$ cat src/rtl/seq_control_unit.sv
// Multi-cycle sequencer for the bitty datapath: latches an instruction on run and steps it
// through S-load, execute and writeback, trapping on illegal registers or a load/store timeout.
module seq_control_unit #(
    parameter int DATA_W     = 16,
    parameter int NUM_REGS   = 8,
    parameter int IMM_SIGNED = 0,
    parameter int LS_TIMEOUT = 16,
    parameter int CNT_W      = 16
) (
    input  logic                          clk,
    input  logic                          reset,
    input  logic                          run,
    input  logic [15:0]                   instruction,
    input  logic                          ls_done,
    output logic [$clog2(NUM_REGS+2)-1:0] mux_sel,
    output logic [2:0]                    sel,
    output logic                          sel_reg_c,
    output logic                          en_s,
    output logic                          en_c,
    output logic [1:0]                    en_ls,
    output logic [NUM_REGS-1:0]           en,
    output logic                          en_inst,
    output logic [DATA_W-1:0]             immediate,
    output logic                          done,
    output logic                          busy,
    output logic                          err,
    output logic [CNT_W-1:0]              instr_count
);

    localparam int MW  = $clog2(NUM_REGS + 2);
    localparam int WCW = (LS_TIMEOUT > 1) ? $clog2(LS_TIMEOUT) : 1;
    localparam logic [WCW-1:0] WAIT_LAST = WCW'((LS_TIMEOUT > 0) ? LS_TIMEOUT - 1 : 0);

    localparam logic [1:0] FMT_ALU_REG = 2'b00;
    localparam logic [1:0] FMT_ALU_IMM = 2'b01;
    localparam logic [1:0] FMT_NOP     = 2'b10;
    localparam logic [1:0] FMT_LS      = 2'b11;

    typedef enum logic [2:0] {
        IDLE,
        LOAD_S,
        EXEC,
        WB,
        ERR
    } state_t;

    state_t         state;
    state_t         state_nxt;
    logic [15:0]    ir;
    logic [WCW-1:0] wait_cnt;

    logic [1:0]     ir_fmt;
    logic           ir_ls;
    logic [2:0]     ir_src;
    logic [2:0]     ir_dst;
    logic [7:0]     ir_imm8;
    logic [1:0]     in_fmt;
    logic [2:0]     in_src;
    logic [2:0]     in_dst;
    logic           accept_illegal;
    logic           timeout_hit;
    logic           writes_reg;

    assign ir_fmt  = ir[1:0];
    assign ir_ls   = ir[2];
    assign ir_src  = ir[12:10];
    assign ir_dst  = ir[15:13];
    assign ir_imm8 = ir[12:5];
    assign in_fmt  = instruction[1:0];
    assign in_src  = instruction[12:10];
    assign in_dst  = instruction[15:13];

    // Register fields are only checked where the format actually reads or writes them.
    always_comb begin
        accept_illegal = 1'b0;
        if ((in_fmt == FMT_ALU_REG || in_fmt == FMT_ALU_IMM ||
             (in_fmt == FMT_LS && !instruction[2])) && (int'(in_dst) >= NUM_REGS))
            accept_illegal = 1'b1;
        if ((in_fmt == FMT_ALU_REG || in_fmt == FMT_LS) && (int'(in_src) >= NUM_REGS))
            accept_illegal = 1'b1;
    end

    assign timeout_hit = (LS_TIMEOUT != 0) && (wait_cnt == WAIT_LAST);
    assign writes_reg  = (ir_fmt == FMT_ALU_REG) || (ir_fmt == FMT_ALU_IMM) ||
                         (ir_fmt == FMT_LS && !ir_ls);

    always_ff @(posedge clk or negedge reset) begin
        if (!reset) begin
            state       <= IDLE;
            ir          <= '0;
            wait_cnt    <= '0;
            instr_count <= '0;
        end else begin
            state <= state_nxt;
            if (state == IDLE && run)
                ir <= instruction;
            if (state == LOAD_S)
                wait_cnt <= '0;
            else if (state == EXEC && ir_fmt == FMT_LS && !ls_done)
                wait_cnt <= wait_cnt + WCW'(1);
            if (state == WB)
                instr_count <= instr_count + CNT_W'(1);
        end
    end

    always_comb begin
        state_nxt = state;
        case (state)
            IDLE: begin
                if (run) begin
                    if (accept_illegal)
                        state_nxt = ERR;
                    else if (in_fmt == FMT_NOP)
                        state_nxt = WB;
                    else
                        state_nxt = LOAD_S;
                end
            end
            LOAD_S: state_nxt = EXEC;
            EXEC: begin
                if (ir_fmt != FMT_LS || ls_done)
                    state_nxt = WB;
                else if (timeout_hit)
                    state_nxt = ERR;
            end
            WB:      state_nxt = IDLE;
            ERR:     state_nxt = ERR;
            default: state_nxt = IDLE;
        endcase
    end

    always_comb begin
        mux_sel   = MW'(NUM_REGS + 1);
        sel       = 3'b000;
        sel_reg_c = 1'b0;
        en_s      = 1'b0;
        en_c      = 1'b0;
        en_ls     = 2'b00;
        en        = '0;
        en_inst   = 1'b0;
        done      = 1'b0;
        busy      = 1'b0;
        err       = 1'b0;
        case (state)
            IDLE: en_inst = 1'b1;
            LOAD_S: begin
                en_s    = 1'b1;
                mux_sel = MW'(ir_dst);
                busy    = 1'b1;
            end
            EXEC: begin
                busy    = 1'b1;
                en_c    = 1'b1;
                sel     = ir[4:2];
                mux_sel = (ir_fmt == FMT_ALU_IMM) ? MW'(NUM_REGS) : MW'(ir_src);
                if (ir_fmt == FMT_LS) begin
                    sel_reg_c = 1'b1;
                    en_ls     = ir_ls ? 2'b10 : 2'b01;
                end
            end
            WB: begin
                done    = 1'b1;
                en_inst = 1'b1;
                busy    = 1'b1;
                if (writes_reg)
                    en = NUM_REGS'(1) << ir_dst;
            end
            ERR:     err = 1'b1;
            default: ;
        endcase
    end

    always_comb begin
        if (IMM_SIGNED != 0)
            immediate = DATA_W'($signed(ir_imm8));
        else
            immediate = DATA_W'(ir_imm8);
    end

endmodule

$ cat config.mk
export PLATFORM = sky130hd
export DESIGN_NAME = seq_control_unit
export DESIGN_NICKNAME = d
export VERILOG_FILES = /design/src/rtl/seq_control_unit.sv
export SDC_FILE = /design/constraint.sdc
export NUM_CORES = 1
export LEC_CHECK = 0
export BUFFER_PORTS_ARGS = -buffer_cell sky130_fd_sc_hd__clkbuf_2
export CORE_UTILIZATION = 55
export CTS_BUF_LIST = sky130_fd_sc_hd__clkbuf_4 sky130_fd_sc_hd__clkbuf_8
export DETAILED_ROUTE_END_ITERATION = 7
export PLACE_DENSITY = 0.88
export SLEW_MARGIN = 20
export SYNTH_ARGS = -nofsm -noshare
export SYNTH_HDL_FRONTEND = slang
export SYNTH_SLANG_ARGS = --single-unit
$ cat constraint.sdc
create_clock -name clk -period 4.34 [get_ports clk]
set_input_delay 0.217 -clock clk [delete_from_list [all_inputs] [get_ports clk]]
set_output_delay 0.217 -clock clk [all_outputs]
set_load 0.005 [all_outputs]
==> results of run 1 <==
## cells by family (layout without fill, tap and decap cells)
| kind of cell | after synthesis | count (layout) | synth area share |
|---|---|---|---|
| and+or+nand+nor | 72 | 72 | 0.2033 |
| DFF | 39 | 39 | 0.4806 |
| other | 1 | 8 | 0.001847 |
| AOI/OAI and AO/OA | 13 | 13 | 0.04128 |
| adders and majority gates | 2 | 2 | 0.01232 |
| xor gates and xnor gates | 18 | 18 | 0.07763 |
| buffers and inverters | 26 | 80 | 0.08934 |
| muxes | 15 | 15 | 0.09366 |
## final timing paths
check	slack, ns	to	depth (start not counted)
worst max register to register	2.42	ir[5]$_DFFE_PN0P_	3
worst min register to register	0.48	instr_count[15]$_DFFE_PN0P_	1
max in group asynchronous	3.70	instr_count[12]$_DFFE_PN0P_	1
worst min-delay path	0.06	ir[7]$_DFFE_PN0P_	1
worst max-delay path	1.93	mux_sel[0]	5
min in group clk	0.15	ir[14]$_DFFE_PN0P_	2
## synth_stat cells, types with 2 or more instances
master,number,area share
nor2_1,15,0.028
mux2_4,6,0.044
nor4_1,3,0.0092
nor2b_1,2,0.0062
inv_1,2,0.0037
nand3_1,8,0.020
mux2_2,8,0.044
dfrtp_1,39,0.48
and2_1,7,0.022
o21bai_1,2,0.0074
clkbuf_1,2,0.0037
buf_4,16,0.059
xor2_1,2,0.0086
nor3_1,4,0.0099
nand2_1,15,0.028
o21ai_0,5,0.012
xnor2_1,16,0.069
inv_2,2,0.0037
buf_6,3,0.017
a22o_1,2,0.0086
a21oi_1,2,0.0049
and4_1,3,0.013
ha_1,2,0.012
nand4_1,6,0.018
## routing by layer
metal,share of wire,global-route usage
met4,0.0092,0.06395
met3,0.051,0.04562
met2,0.52,0.4090
met1,0.42,0.3253
met5,0,0
## area by class of cell
cell class                 instances  area (um2)  area share
clock inverter                     3       43.79     0.01816
inverter                           4       15.01    0.006227
multi-input combinational        128       899.6      0.3731
sequential                        39       975.9      0.4048
timing repair buffer              68       350.3      0.1453
clock buffer                       5       68.82     0.02854
tap                               46       57.56     0.02387
## power groups by stage
stage / logic, mW / registers [mW] / clock network, mW
floorplan: 0.455 / 0.556 / 0
global placement: 0.528 / 0.604 / 0
detailed placement: 0.557 / 0.619 / 0
CTS: 0.563 / 0.613 / 0.303
global route: 0.613 / 0.635 / 0.328
finish: 0.562 / 0.617 / 0.300
## state kept, by name, indices dropped and copies added, names as in the netlist
signal	count
ir	16
wait_cnt	4
instr_count	16
state	3
## per-stage QoR
| step | cells | util | worst slack, ns |
|---|---|---|---|
| after floorplan | 193 | - | 2.715 |
| after global placement | 284 | 0.6634 | 2.266 |
| after detailed placement | 285 | 0.6678 | 2.385 |
| after CTS | 293 | 0.7005 | 1.967 |
| after global routing | 293 | 0.7005 | 1.737 |
| final | 293 | 0.7005 | 1.928 |
==> reports/qor.txt, run 1 <==
Status - finished, final reports clean
Starting Density - 0.5900
Max-slew violation count - 0
Crit path launch - state[0]$_DFFE_PN0P_
Post-CTS resize count - 0
Clock Power Share - 0.203
Share of power burned in registers - 0.417
Asr flop ratio synth - 1.000
Diode count - 0
PD cells - 613.1 mW/mm2
Htree depth - 2
Total GRT Usage - 0.2443
# clock sinks - 39
Skew final - 0.007960 ns
HP Class - in -> async
Req. time, crit path - 4.12 ns
Endpoints failing setup - 0
Worst-Margin Slew - 0.9426 ns
Die area - 0.003939 mm2
Combinational power share - 0.380
DR iter-0 viols - 67
Buf/Inv on CP - 1
1st-pass router iterations - 4
Post-DRT Antenna Nets - 0
First-pass GRT wire length - 7.362 mm
Syn avg cell area - 10.92 um2
Max Fanout on Critical Path - 10
Post-DP Area - 0.002298 mm2
#FFs+latches synth - 39
Sequential-to-total area share from yosys stat - 0.4806
Post-synth EDFFs - 0
Most frequent cells in the layout - 67 x clkbuf_2, 39 x dfrtp_1, 16 x xnor2_1, 15 x nor2_1, 15 x nand2_1
Vias per cell - 5.304
Syn Std Cell Area - 0.002031 mm2
Vias in the first global route - 1472
Mapped Cells - 186
CTS hold repair buffers - 0
Psw - 542.9 uW
VDD IR max - 0.0004203 V
Die X - 62.77 um
Share of layout cells above drive strength 1 - 0.3887
RSZ-0062 raised after global routing - no
Crit path kind - reg -> out
Final Power - 1.478 mW
CP most frequent cell - nor2b_1
Detailed-placement wirelength estimate - 3.228 mm
Sw frac - 0.3673
Clock buffer depth - 2
GRT overflow - 0
Max Clk Rate - 414.7 MHz
Tcrit/Tclk final - 0.5557
Remaining DRCs - 0
Crit start category - register
CP Capture Type - output pin
Hold_ws - 0.05982 ns
Final WL - 4.350 mm
Synth cell types - 38
Layout Nets - 268
Ports - 76
Chip Height - 62.77 um
Family with the most delay on the worst path - simple AND/OR/NAND/NOR gates
Total via count in the routed design - 1554
Total negative slack - 0 ns
Clk slew on worst S/H paths - 0.08 ns
Routability cong. - 0.7800
Yosys warnings - 0
Clk_lat worst skew - 0.29 ns
Min Tclk post-route - 2.412 ns
Area Overhead vs Synth - 18.73%
Final hold viol count - 0
Max-capacitance violation count - 0
Initial antenna violation count - 0
Leakage - 1.218 nW
CP max stage delay - 0.60 ns
Crit Reg-Reg Startpoint - state[1]$_DFFE_PN0P_
TritonCTS Buffers - 5
Rel. slew slack - 0.3716
Final instance area - 0.002411 mm2
Rows - 21
FILL cells - 277
Core Footprint - 0.003442 mm2
Avg WL per Cell - 14.85 um
TritonCTS clock tree - built
CP max stage cell - nor2b_1
Crit path cell chain - nor2b_1, nor2b_1, a22oi_1, o21ai_0, clkbuf_2
Critical Path AT - 2.19 ns
Largest net degree at the start of global routing - 40
Synth Flop Type - dfrtp_1
Pint - 935.2 uW
I/O Buffers - 67
Post-CTS Setup Inserts - 0
Commonest non-fill, non-tap cell in the layout - clkbuf_2
Root Driver - clkbuf_8
(Power assumes the default switching activity.)
==> inputs of run 2 (changes only) <==
--- a/config.mk
+++ b/config.mk
@@ -6,10 +6,10 @@
 export NUM_CORES = 1
 export LEC_CHECK = 0
 export BUFFER_PORTS_ARGS = -buffer_cell sky130_fd_sc_hd__clkbuf_2
-export CORE_UTILIZATION = 55
+export CORE_UTILIZATION = 51
 export CTS_BUF_LIST = sky130_fd_sc_hd__clkbuf_4 sky130_fd_sc_hd__clkbuf_8
 export DETAILED_ROUTE_END_ITERATION = 7
-export PLACE_DENSITY = 0.88
+export PLACE_DENSITY = 0.82
 export SLEW_MARGIN = 20
 export SYNTH_ARGS = -nofsm -noshare
 export SYNTH_HDL_FRONTEND = slang
==> constraint.sdc (replaced) <==
create_clock -name clk -period 2.28 [get_ports clk]
set_input_delay 0.114 -clock clk [delete_from_list [all_inputs] [get_ports clk]]
set_output_delay 0.114 -clock clk [all_outputs]
set_load 0.005 [all_outputs]
==> reports/qor.txt, run 2 (same netlist as run 1, synthesis figures left out) <==
Status - finished, final reports clean
Rel. slew slack - 0.3750
Most frequent cells in the layout - 67 x clkbuf_2, 39 x dfrtp_1, 16 x xnor2_1, 15 x nor2_1, 15 x nand2_1
Initial antenna violation count - 0
Clk_lat worst skew - 0.28 ns
Critical Path AT - 1.90 ns
Layout Nets - 270
Crit path kind - reg -> out
Vias in the first global route - 1423
Final hold viol count - 0
Max-slew violation count - 0
GRT overflow - 0
Max Clk Rate - 495.3 MHz
1st-pass router iterations - 4
RSZ-0062 raised after global routing - no
Crit path cell chain - or3b_4, a21oi_1, a22oi_1, o21ai_0, clkbuf_2
Routability cong. - 0.7552
Chip Height - 65.10 um
Max-capacitance violation count - 0
Starting Density - 0.5424
CP max stage delay - 0.56 ns
Clock buffer depth - 2
Total negative slack - 0 ns
Endpoints failing setup - 0
Max Fanout on Critical Path - 9
Min Tclk post-route - 2.019 ns
CP Capture Type - output pin
Largest net degree at the start of global routing - 40
Tcrit/Tclk final - 0.8855
Worst-Margin Slew - 0.9375 ns
TritonCTS Buffers - 5
HP Class - in -> reg
TritonCTS clock tree - built
Skew final - 0.005221 ns
Area Overhead vs Synth - 18.92%
Total GRT Usage - 0.2018
Crit start category - register
FILL cells - 324
I/O Buffers - 67
Die X - 65.10 um
Core Footprint - 0.003744 mm2
First-pass GRT wire length - 6.486 mm
Final WL - 4.006 mm
CP max stage cell - dfrtp_1
Final Power - 2.707 mW
Vias per cell - 5.125
Die area - 0.004238 mm2
Share of layout cells above drive strength 1 - 0.3896
Post-CTS resize count - 0
Htree depth - 2
Req. time, crit path - 2.17 ns
Ports - 76
Leakage - 1.222 nW
Clk slew on worst S/H paths - 0.07 ns
Root Driver - clkbuf_8
Diode count - 0
Rows - 22
DR iter-0 viols - 54
Commonest non-fill, non-tap cell in the layout - clkbuf_2
Biggest regs - instr_count (16), ir (16), wait_cnt (4)
Post-DRT Antenna Nets - 0
PD cells - 1121 mW/mm2
Remaining DRCs - 0
Total via count in the routed design - 1522
Detailed-placement wirelength estimate - 2.972 mm
VDD IR max - 0.0006591 V
Avg WL per Cell - 13.49 um
# clock sinks - 39
run 2: critical path, delay by kind of cell, from the launching register on:
family | cells | cell delay (ns)
flops | 1 | 0.56
simple gates | 1 | 0.47
compound gates | 3 | 0.46
buf+inv | 1 | 0.14
run 2: final timing paths:
path | startpoint | end | slack, ns | cells past startpoint
hold reg to reg | instr_count[15]$_DFFE_PN0P_ | instr_count[15]$_DFFE_PN0P_ | 0.47 | 1
min in group asynchronous | reset | ir[15]$_DFFE_PN0P_ | 0.51 | 2
setup reg to reg | state[1]$_DFFE_PN0P_ | wait_cnt[1]$_DFFE_PN0P_ | 0.61 | 5
setup / recovery | state[1]$_DFFE_PN0P_ | mux_sel[0] | 0.26 | 5
max in group asynchronous | reset | ir[7]$_DFFE_PN0P_ | 1.18 | 2
hold / removal | instruction[1] | ir[1]$_DFFE_PN0P_ | 0.06 | 3
run 2: through the flow:
stage | util | cell area (um2) | std cells | hold slack, ns | setup WS [ns]
2_1_floorplan | - | 2057 | 193 | -0.1816 | 0.6547
4_1_cts | 0.6451 | 2415 | 297 | 0.05712 | 0.2612
6_report | 0.6451 | 2415 | 297 | 0.06312 | 0.2611
3_5_place_dp | 0.6146 | 2301 | 288 | 0.2988 | 0.5716
5_1_grt | 0.6451 | 2415 | 297 | 0.05179 | 0.1749
3_3_place_gp | 0.6146 | 2301 | 288 | 0.3013 | 0.6044
run 2: what timing repair did:
| item | in CTS | in global routing |
|---|---|---|
| setup buffers | 0 | 0 |
| hold endpoints to repair | 33 | 0 |
| hold buffers | 1 | 0 |
run 2: where the power goes:
group	switching, mW	internal, mW	leakage (nW)
registers	0.250	0.905	0.500
clock network	0.221	0.288	0.0549
logic	0.489	0.555	0.668
total	0.960	1.75	1.22
run 2: layout make-up:
| cell class | count | area (um2) | area share |
|---|---|---|---|
| Timing Repair Buffer | 70 | 360.3 | 0.1492 |
| Clock buffer | 8 | 103.9 | 0.04301 |
| Multi-Input combinational cell | 128 | 899.6 | 0.3725 |
| Inverter | 4 | 15.01 | 0.006218 |
| Sequential cell | 39 | 975.9 | 0.4041 |
| Tap cell | 48 | 60.06 | 0.02487 |
run 2: layer usage:
layer,track usage,up-vias,wire length (um)
met5,0,-,0
met4,0.08424,0,38
met3,0.04514,2,195
met2,0.3346,49,1993
met1,0.2543,736,1778
li1,-,735,-
